**src/rtl/pipe_pkg.sv**
```systemverilog
// Shared pipeline constants: register-file geometry, scoreboard counter widths
// and the slot numbering used by the flush unit's kill bus.
package pipe_pkg;
    localparam int REG_W       = 5;
    localparam int NREG        = 32;
    localparam int CNT_W       = 2;
    localparam int TOT_W       = 3;
    localparam int KILL_IDEXE  = 0;
    localparam int KILL_EXEMEM = 1;
endpackage

```
**src/rtl/sb_cnt_cell.sv**
```systemverilog
// One register's pending-write counter: sums this cycle's increments and
// decrements, clamps to [0, 2^CNT_W-1] and flags any clamp on err.
module sb_cnt_cell #(
    parameter int CNT_W = 2
) (
    input  logic             clk,
    input  logic             rst_n,
    input  logic [1:0]       inc,
    input  logic [1:0]       dec,
    output logic [CNT_W-1:0] counter,
    output logic             nonzero,
    output logic             err
);
    localparam int SW = CNT_W + 2;
    localparam logic signed [SW-1:0] MAX_S = {2'b00, {CNT_W{1'b1}}};

    logic signed [SW-1:0] sum;
    logic [CNT_W-1:0]     counter_nxt;

    always_comb begin
        sum         = $signed({2'b00, counter})
                    + $signed({{CNT_W{1'b0}}, inc})
                    - $signed({{CNT_W{1'b0}}, dec});
        counter_nxt = sum[CNT_W-1:0];
        err         = 1'b0;
        if (sum > MAX_S) begin
            counter_nxt = {CNT_W{1'b1}};
            err         = 1'b1;
        end else if (sum < 0) begin
            counter_nxt = '0;
            err         = 1'b1;
        end
    end

    always_ff @(posedge clk or negedge rst_n) begin
        if (!rst_n) counter <= '0;
        else        counter <= counter_nxt;
    end

    assign nonzero = |counter;
endmodule

```
**src/rtl/reg_scoreboard.sv**
```systemverilog
// Per-register pending-write scoreboard beside ID: issue marks rd busy,
// writeback and flush kills release it, and reads of busy registers stall ID.
module reg_scoreboard #(
    parameter int NREG  = pipe_pkg::NREG,
    parameter int CNT_W = pipe_pkg::CNT_W,
    parameter int TOT_W = pipe_pkg::TOT_W
) (
    input  logic                       clk,
    input  logic                       rst_n,
    input  logic                       issue_valid,
    input  logic                       issue_we,
    input  logic [pipe_pkg::REG_W-1:0] issue_rd,
    input  logic                       wb_valid,
    input  logic                       wb_we,
    input  logic [pipe_pkg::REG_W-1:0] wb_rd,
    input  logic [1:0]                 kill_valid,
    input  logic [pipe_pkg::REG_W-1:0] kill_rd0,
    input  logic [pipe_pkg::REG_W-1:0] kill_rd1,
    input  logic                       rf_re,
    input  logic [pipe_pkg::REG_W-1:0] rf_rd_regnum_1,
    input  logic [pipe_pkg::REG_W-1:0] rf_rd_regnum_2,
    output logic                       data_stall_flag,
    output logic [NREG-1:0]            busy_vec,
    output logic [TOT_W-1:0]           inflight_cnt,
    output logic                       sb_err
);
    import pipe_pkg::*;

    // Event qualifiers: each valid is a single-cycle strobe with no back-pressure,
    // and any event addressed to x0 is dropped before it reaches a counter.
    logic issue_hit, wb_hit, k0_hit, k1_hit;
    assign issue_hit = issue_valid & issue_we & (issue_rd != '0);
    assign wb_hit    = wb_valid & wb_we & (wb_rd != '0);
    assign k0_hit    = kill_valid[KILL_IDEXE]  & (kill_rd0 != '0);
    assign k1_hit    = kill_valid[KILL_EXEMEM] & (kill_rd1 != '0);

    logic [CNT_W-1:0] cnt [NREG];
    logic [NREG-1:0]  cell_err;

    assign cnt[0]      = '0;
    assign busy_vec[0] = 1'b0;
    assign cell_err[0] = 1'b0;

    for (genvar r = 1; r < NREG; r++) begin : g_cell
        logic [1:0] inc_n, dec_n;
        assign inc_n = {1'b0, issue_hit & (issue_rd == REG_W'(r))};
        assign dec_n = {1'b0, wb_hit & (wb_rd == REG_W'(r))}
                     + {1'b0, k0_hit & (kill_rd0 == REG_W'(r))}
                     + {1'b0, k1_hit & (kill_rd1 == REG_W'(r))};

        sb_cnt_cell #(.CNT_W(CNT_W)) u_cell (
            .clk     (clk),
            .rst_n   (rst_n),
            .inc     (inc_n),
            .dec     (dec_n),
            .counter (cnt[r]),
            .nonzero (busy_vec[r]),
            .err     (cell_err[r])
        );
    end

    // Net delta across all registers drives the total, clamped like a cell.
    localparam int TSW = TOT_W + 2;
    localparam logic signed [TSW-1:0] TOT_MAX_S = {2'b00, {TOT_W{1'b1}}};

    logic [1:0]            tot_inc, tot_dec;
    logic signed [TSW-1:0] tot_sum;
    logic [TOT_W-1:0]      tot_nxt;
    logic                  tot_err;

    always_comb begin
        tot_inc = {1'b0, issue_hit};
        tot_dec = {1'b0, wb_hit} + {1'b0, k0_hit} + {1'b0, k1_hit};
        tot_sum = $signed({2'b00, inflight_cnt})
                + $signed({{TOT_W{1'b0}}, tot_inc})
                - $signed({{TOT_W{1'b0}}, tot_dec});
        tot_nxt = tot_sum[TOT_W-1:0];
        tot_err = 1'b0;
        if (tot_sum > TOT_MAX_S) begin
            tot_nxt = {TOT_W{1'b1}};
            tot_err = 1'b1;
        end else if (tot_sum < 0) begin
            tot_nxt = '0;
            tot_err = 1'b1;
        end
    end

    always_ff @(posedge clk or negedge rst_n) begin
        if (!rst_n) begin
            inflight_cnt <= '0;
            sb_err       <= 1'b0;
        end else begin
            inflight_cnt <= tot_nxt;
            sb_err       <= sb_err | (|cell_err) | tot_err;
        end
    end

    // Current counters only: the register file does not bypass writeback data.
    assign data_stall_flag = rf_re &
        (((rf_rd_regnum_1 != '0) & (cnt[rf_rd_regnum_1] != '0)) |
         ((rf_rd_regnum_2 != '0) & (cnt[rf_rd_regnum_2] != '0)));
endmodule

```
**config.mk**
```make
export PLATFORM = sky130hd
export DESIGN_NAME = reg_scoreboard
export DESIGN_NICKNAME = d
export VERILOG_FILES = /design/src/rtl/pipe_pkg.sv /design/src/rtl/sb_cnt_cell.sv /design/src/rtl/reg_scoreboard.sv
export SDC_FILE = /design/constraint.sdc
export NUM_CORES = 1
export LEC_CHECK = 0
export BUFFER_PORTS_ARGS = -buffer_cell sky130_fd_sc_hd__buf_4
export CAP_MARGIN = 20
export CORE_MARGIN = 10
export CORE_UTILIZATION = 40
export CTS_CLUSTER_SIZE = 14
export DETAILED_ROUTE_END_ITERATION = 8
export PLACE_DENSITY = 0.57
export SETUP_SLACK_MARGIN = 0.5
export SYNTH_ARGS = -nofsm -noshare
export SYNTH_HDL_FRONTEND = slang
export SYNTH_SLANG_ARGS = --single-unit
```
**constraint.sdc**
```tcl
create_clock -name clk -period 3.25 [get_ports clk]
set_clock_uncertainty 0.05 [all_clocks]
set_input_delay 0.65 -clock clk [delete_from_list [all_inputs] [get_ports clk]]
set_output_delay 0.65 -clock clk [all_outputs]
set_load 0.01 [all_outputs]
```
* After elaboration in Yosys (flattened, before gate mapping) *
Index checks and enable logic that the tools add are counted.

storage, ports and cells
  input bits = 39
  word-level logic and storage cells = 663
  bits in registers = 66
  output and inout bits = 37

cells by class
  order comparisons = 66
  add/sub/neg operators = 128
  equality and inequality tests = 124
  bitwise logic cells = 138
  multiplexer cells = 134
  reductions and logical operators = 40

operators by type and width
  operator                                                               number
  5-bit == test (second input constant)                                  64
  5-bit by 4-bit == test with 1-bit output (second input constant)       32
  1-bit AND                                                              133
  2-bit 2-to-1 mux                                                       66
  4-bit by 3-bit > comparator with 1-bit output (second input constant)  31
  4-bit by 1-bit < comparator with 1-bit output (second input constant)  31
  3-bit by 2-bit subtractor with 4-bit output                            31
  2-bit by 1-bit adder with 3-bit output                                 31
  5-bit by 3-bit == test with 1-bit output (second input constant)       16
  1-bit by 1-bit adder with 2-bit output                                 32
  2-bit by 1-bit adder with 2-bit output                                 32
  1-bit 2-to-1 mux                                                       64
  2-bit OR reduction                                                     31
  5-bit by 2-bit == test with 1-bit output (second input constant)       8
  31-bit OR reduction                                                    1
  5-bit nonzero test                                                     6
  2-bit binary-select mux with 5-bit select                              2
  5-bit by 1-bit == test with 1-bit output (second input constant)       4
  6-bit >= comparator (second input constant)                            2
  5-bit NOT with 6-bit output                                            2
  3-bit 2-to-1 mux                                                       2
  5-bit by 4-bit > comparator with 1-bit output (second input constant)  1
  5-bit by 1-bit < comparator with 1-bit output (second input constant)  1
  4-bit by 2-bit subtractor with 5-bit output                            1
  3 further kinds                                                        6

* Longest topological paths before layout *
  word-level depth = 12
  depth in mapped cells = 13
  gate-level depth less buffers = 13

* Modules after synthesis *
From an unflattened synthesis, not the netlist that was laid out.

second synthesis, totals
  cell total of the unflattened synthesis = 1122
  area, all modules = 9409.0 um2

modules (own cells, without submodules)
  module                                cells an instance  instances  sequential area each (um2)  area each (um2)
  sb_cnt_cell at g_cell[10].u_cell ...  24                 27         50.0                        219.0
  reg_scoreboard                        386                1          100.1                       2701.3
  sb_cnt_cell at g_cell[6].u_cell ...   22                 4          50.0                        198.9

* Worst setup path after synthesis *
OpenSTA, ideal clock, no wires.

  path kind = input -> register
  start = in kill_rd0[3] (netlist name)
  end = reg sb_err
  data required time = 3.064 ns
  setup slack = -0.446 ns
  library setup time = 0.136 ns
  stages = 13
  buffers on the path = 1
  arrival = 3.511 ns
  cell sequence = or2_2 -> clkbuf_1 -> o41a_1 -> ha_1 -> fa_1 -> inv_1 -> fa_1 -> ha_1 -> inv_1 -> fa_1 -> xor2_1 -> nor4_1 -> nand3_1

on the way
  cells in the longest elaborated chain, start to end = 12
  elaborated cells between the ends (all ways) = 291
  classes of those cells = add/sub (96); order compare (64); eq/ne (31); mux (64); bitwise (34); reduce/logical (2)

ends and longest elaborated chain
  item                                           RTL line              RTL
  from (decl)                                    reg_scoreboard.sv:17  input logic [pipe_pkg::REG_W-1:0] kill_rd0,
  5-bit nonzero test                             reg_scoreboard.sv:34  assign k0_hit = kill_valid[KILL_IDEXE] & (kill_rd0 != '0);
  1-bit AND                                      reg_scoreboard.sv:34
  1-bit AND                                      reg_scoreboard.sv:48  + {1'b0, k0_hit & (kill_rd0 == REG_W'(r))}
  1-bit by 1-bit adder with 2-bit output         reg_scoreboard.sv:48
  2-bit by 1-bit adder with 2-bit output         reg_scoreboard.sv:49  + {1'b0, k1_hit & (kill_rd1 == REG_W'(r))};
  3-bit by 2-bit subtractor with 4-bit output    sb_cnt_cell.sv:23     - $signed({{CNT_W{1'b0}}, dec});
  4-bit by 1-bit < comparator with 1-bit output  sb_cnt_cell.sv:29     end else if (sum < 0) begin
  1-bit 2-to-1 mux                               sb_cnt_cell.sv:29
  1-bit 2-to-1 mux                               sb_cnt_cell.sv:26     if (sum > MAX_S) begin
  31-bit OR reduction                            reg_scoreboard.sv:94  sb_err <= sb_err | (|cell_err) | tot_err;
  1-bit bitwise OR                               reg_scoreboard.sv:94
  1-bit bitwise OR (*)                           reg_scoreboard.sv:94
  to (signal assigned)                           reg_scoreboard.sv:94
  to (decl)                                      reg_scoreboard.sv:25  output logic sb_err

Every way passes the cells marked *; elsewhere a longest branch is shown, timed or not.

* Worst setup path after layout *
  start = in wb_we
  end = reg sb_err

on the way
  cells in the longest elaborated chain, start to end = 12
  elaborated cells between the ends (all ways) = 260
  classes of those cells = add/sub (96); order compare (64); mux (64); bitwise (35); reduce/logical (1)

ends and longest elaborated chain
  item                                           RTL line              RTL
  from (decl)                                    reg_scoreboard.sv:14  input logic wb_we,
  1-bit AND (*) (2 in a row)                     reg_scoreboard.sv:33  assign wb_hit = wb_valid & wb_we & (wb_rd != '0);
  1-bit AND                                      reg_scoreboard.sv:47  assign dec_n = {1'b0, wb_hit & (wb_rd == REG_W'(r))}
  1-bit by 1-bit adder with 2-bit output         reg_scoreboard.sv:48
  2-bit by 1-bit adder with 2-bit output         reg_scoreboard.sv:49
  3-bit by 2-bit subtractor with 4-bit output    sb_cnt_cell.sv:23
  4-bit by 1-bit < comparator with 1-bit output  sb_cnt_cell.sv:29
  1-bit 2-to-1 mux                               sb_cnt_cell.sv:29
  1-bit 2-to-1 mux                               sb_cnt_cell.sv:26
  31-bit OR reduction                            reg_scoreboard.sv:94
  1-bit bitwise OR                               reg_scoreboard.sv:94
  1-bit bitwise OR (*)                           reg_scoreboard.sv:94

Marked as above.

==> results_dict.tcl <==
set metrics [dict create \
    status "finished with violations" \
    violations "negative setup slack" \
    drive_gt1_share_pct 51.6 \
    crit_path_frequent_cell "buf_6" \
    cpPeakStageDelay_ns 0.46 \
    place_hpwl_um 21600 \
    io_pins 76 \
    root_buffer "clkbuf_16" \
    grt_setup_unrepaired "yes" \
    cpMaxStageDelayCell "fa_1" \
    area_delta_synth_final_pct 44.5 \
    cts_buffers 9 \
    port_buffers 74 \
    die_h_um 163 \
    synth_seq_cells 66 \
    vias 6919 \
    yosysSeqAreaShare_pct 20.1 \
    drv_slew 0 \
    grt_pass1_wl_um 41100 \
    crit_family "adder cells" \
    ant_nets 0 \
    min_period_over_period_pct 106 \
    clk_pin_slew_ns 0.06 \
    required_ns 3.41 \
    die_x_um 163 \
    grt_max_degree 67 \
    dp_slack_ns -0.719 \
    setup_viol 1 \
    tightestPinTransition_ns 0.938 \
    leakagePower_nw 5.38 \
    nets 1347 \
    vdd_drop_max_v 0.000305 \
    setup_ws_ns -0.202 \
    synth-async-reset-ratio_pct 100 \
    first_global_vias 7272 \
    grt_use_total_pct 20.1 \
    cts_tree "done" \
    relSlewSlack_pct 37.5 \
    avgRoutedWirePerCell_um 19.7 \
    fin_setup_tns_ns -0.202 \
    antenna_found_initial 0 \
    timing_worst_setup_path_type "in2reg" \
    cts_hold_buf 0 \
    initial_utilization_pct 40.7 \
    holdWs_ns 0.403 \
    clk_path_buf_depth 2 \
    synth_enable_flop_cells 0 \
    cp-start-kind "primary input" \
    numClockSinks 66 \
    final_area_mm2 0.0118 \
    n_fill_cell 1717 \
    clkLatencyLatePin_ns 0.34 \
    endpoint_kind "flop" \
    critPathBufInv 4 \
    dr.pass1.iters 5 \
    cp_max_fo 4 \
    dr.first_iter.drc_count 443 \
    min_period_ns 3.45 \
    final_common_cell "buf_4" \
    syn_nets 1181 \
    drv_cap 0 \
    core_mm2 0.0202 \
    hold_viol_final 0 \
    layout_common_cells "161 x buf_4, 95 x inv_1, 86 x inv_2" \
    dieArea_mm2 0.0266 \
    yosys_most_used_dff "dfrtp_1" \
    cp_cell_sequence "buf_6 -> buf_6 -> nand2_8 -> or3_4 -> buf_6 -> nor2_4 -> ha_4 -> inv_2 -> fa_2 -> fa_1 -> ha_2 -> ha_4 -> nand4_1 -> nor4_2 -> nand3_1" \
    min_path_type "in2async" \
    rows 52 \
    place_area_mm2 0.00992 \
    p_per_area_mw_per_mm2 475 \
    postSynthCellCount 916 \
    arrival_ns 3.61 \
    cts_max_level 3 \
    wl_um 26700 \
    drc 0 \
    max_freq_mhz 290 \
    via_per_inst 5.10 \
    yosys_warnings 0 \
    synthDistinctLibCells 50 \
    globalplace.congestion 0.954 \
    grt_overflow_total 0 \
    n_antenna_cell 0 \
    synth_area_per_cell_um2 8.95 \
    syn_area_mm2 0.00820 \
]
[worst paths after layout]
kind,startpoint,endpoint,slack [ns],depth (start not counted)
worst min register to register,g_cell[7].u_cell.counter[0]$_DFF_PN0_,g_cell[7].u_cell.counter[0]$_DFF_PN0_,0.55,2
max in group asynchronous,rst_n,g_cell[9].u_cell.counter[1]$_DFF_PN0_,2.14,1
worst min-delay path,rst_n,g_cell[7].u_cell.counter[1]$_DFF_PN0_,0.40,1
worst max register to register,inflight_cnt[0]$_DFF_PN0_,sb_err$_DFF_PN0_,0.70,10
worst max-delay path,wb_we,sb_err$_DFF_PN0_,-0.20,15
min in group clk,g_cell[7].u_cell.counter[0]$_DFF_PN0_,g_cell[7].u_cell.counter[0]$_DFF_PN0_,0.55,2
[where the power goes]
part           leakage (nW)  total [mW]  internal, mW  switching (mW)
Combinational          4.45        3.04          1.54            1.50
Clock                 0.130       0.955         0.553           0.402
Sequential            0.798        1.63          1.23           0.401
[registers in the layout, summed over array words and instances, names as in the netlist]
name	flops
g_cell.u_cell.counter	62
inflight_cnt	3
sb_err	1
[layer usage]
layer  up-vias  global-route usage (%)  routed length, µm
li1       3244                       -                  -
met2       214                    33.5              12800
met5         -                       0                  0
met3        45                    3.73               1530
met1      3416                    26.0              11600
met4         0                    6.02                722
[Yosys cell counts, types with 4 or more instances]
library cell	number	area share (%)
nor4_1	4	0.31
or2_1	9	0.69
or2_2	12	0.92
and3_1	4	0.31
a21oi_1	12	0.73
nor3_1	27	1.6
nor2b_1	10	0.76
buf_2	5	0.31
o21ai_0	5	0.31
a211oi_1	4	0.37
nand2_1	44	2.0
nand4_1	10	0.76
inv_1	184	8.4
nand2b_1	11	0.84
buf_4	33	3.0
nand3_1	14	0.85
a21o_1	62	5.7
mux4_2	5	1.4
dfrtp_1	66	20
nor2_1	112	5.1
clkbuf_1	13	0.60
ha_1	160	24
fa_1	66	16
[cell type report]
class | instances | area (µm²) | area share, %
repair buffers | 206 | 1780 | 15.0
clock inverters | 4 | 27.5 | 0.232
multi-input cells | 614 | 7090 | 59.9
inverters | 185 | 704 | 5.95
well taps | 270 | 338 | 2.85
flip-flops and latches | 66 | 1650 | 13.9
clock buffers | 11 | 253 | 2.13
[cell families (layout without fill, tap and decap cells)]
family,after synthesis,in the layout,share of synthesized area (%)
muxes,9,9,1.91
and+or+nand+nor,272,272,15.6
AOI/OAI and AO/OA,105,105,9.28
xor gates and xnor gates,1,1,0.107
other,1,1,0.0457
buffers and inverters,236,406,12.4
adders and majority gates,226,226,40.5
DFF,66,66,20.1
[worst reg2reg max path, stage by stage, from the launching register on]
cell and delay, ns:
dfrtp_1 0.38, inv_1 0.09, fa_2 0.20, inv_2 0.04
fa_1 0.47, ha_2 0.19, inv_2 0.04, fa_2 0.34
xor2_2 0.21, nor4_2 0.28, nand3_1 0.12
[metrics by stage]
stage	util, %	total power [mW]	cells
floorplan	-	3.39	916
global placement	49.2	4.38	1310
detailed placement	49.2	4.40	1310
CTS	55.0	5.61	1349
global route	58.7	6.08	1356
finish	58.7	5.63	1356
[repair_timing]
action / 4_1_cts / 5_1_grt
hold endpoints to repair: 0 / 0
buffers inserted: 24 / 7
pin swaps: 62 / 51
setup endpoints to repair: 63 / 67
gates resized for setup: 194 / 150
Power figures use the tool's default switching activity.
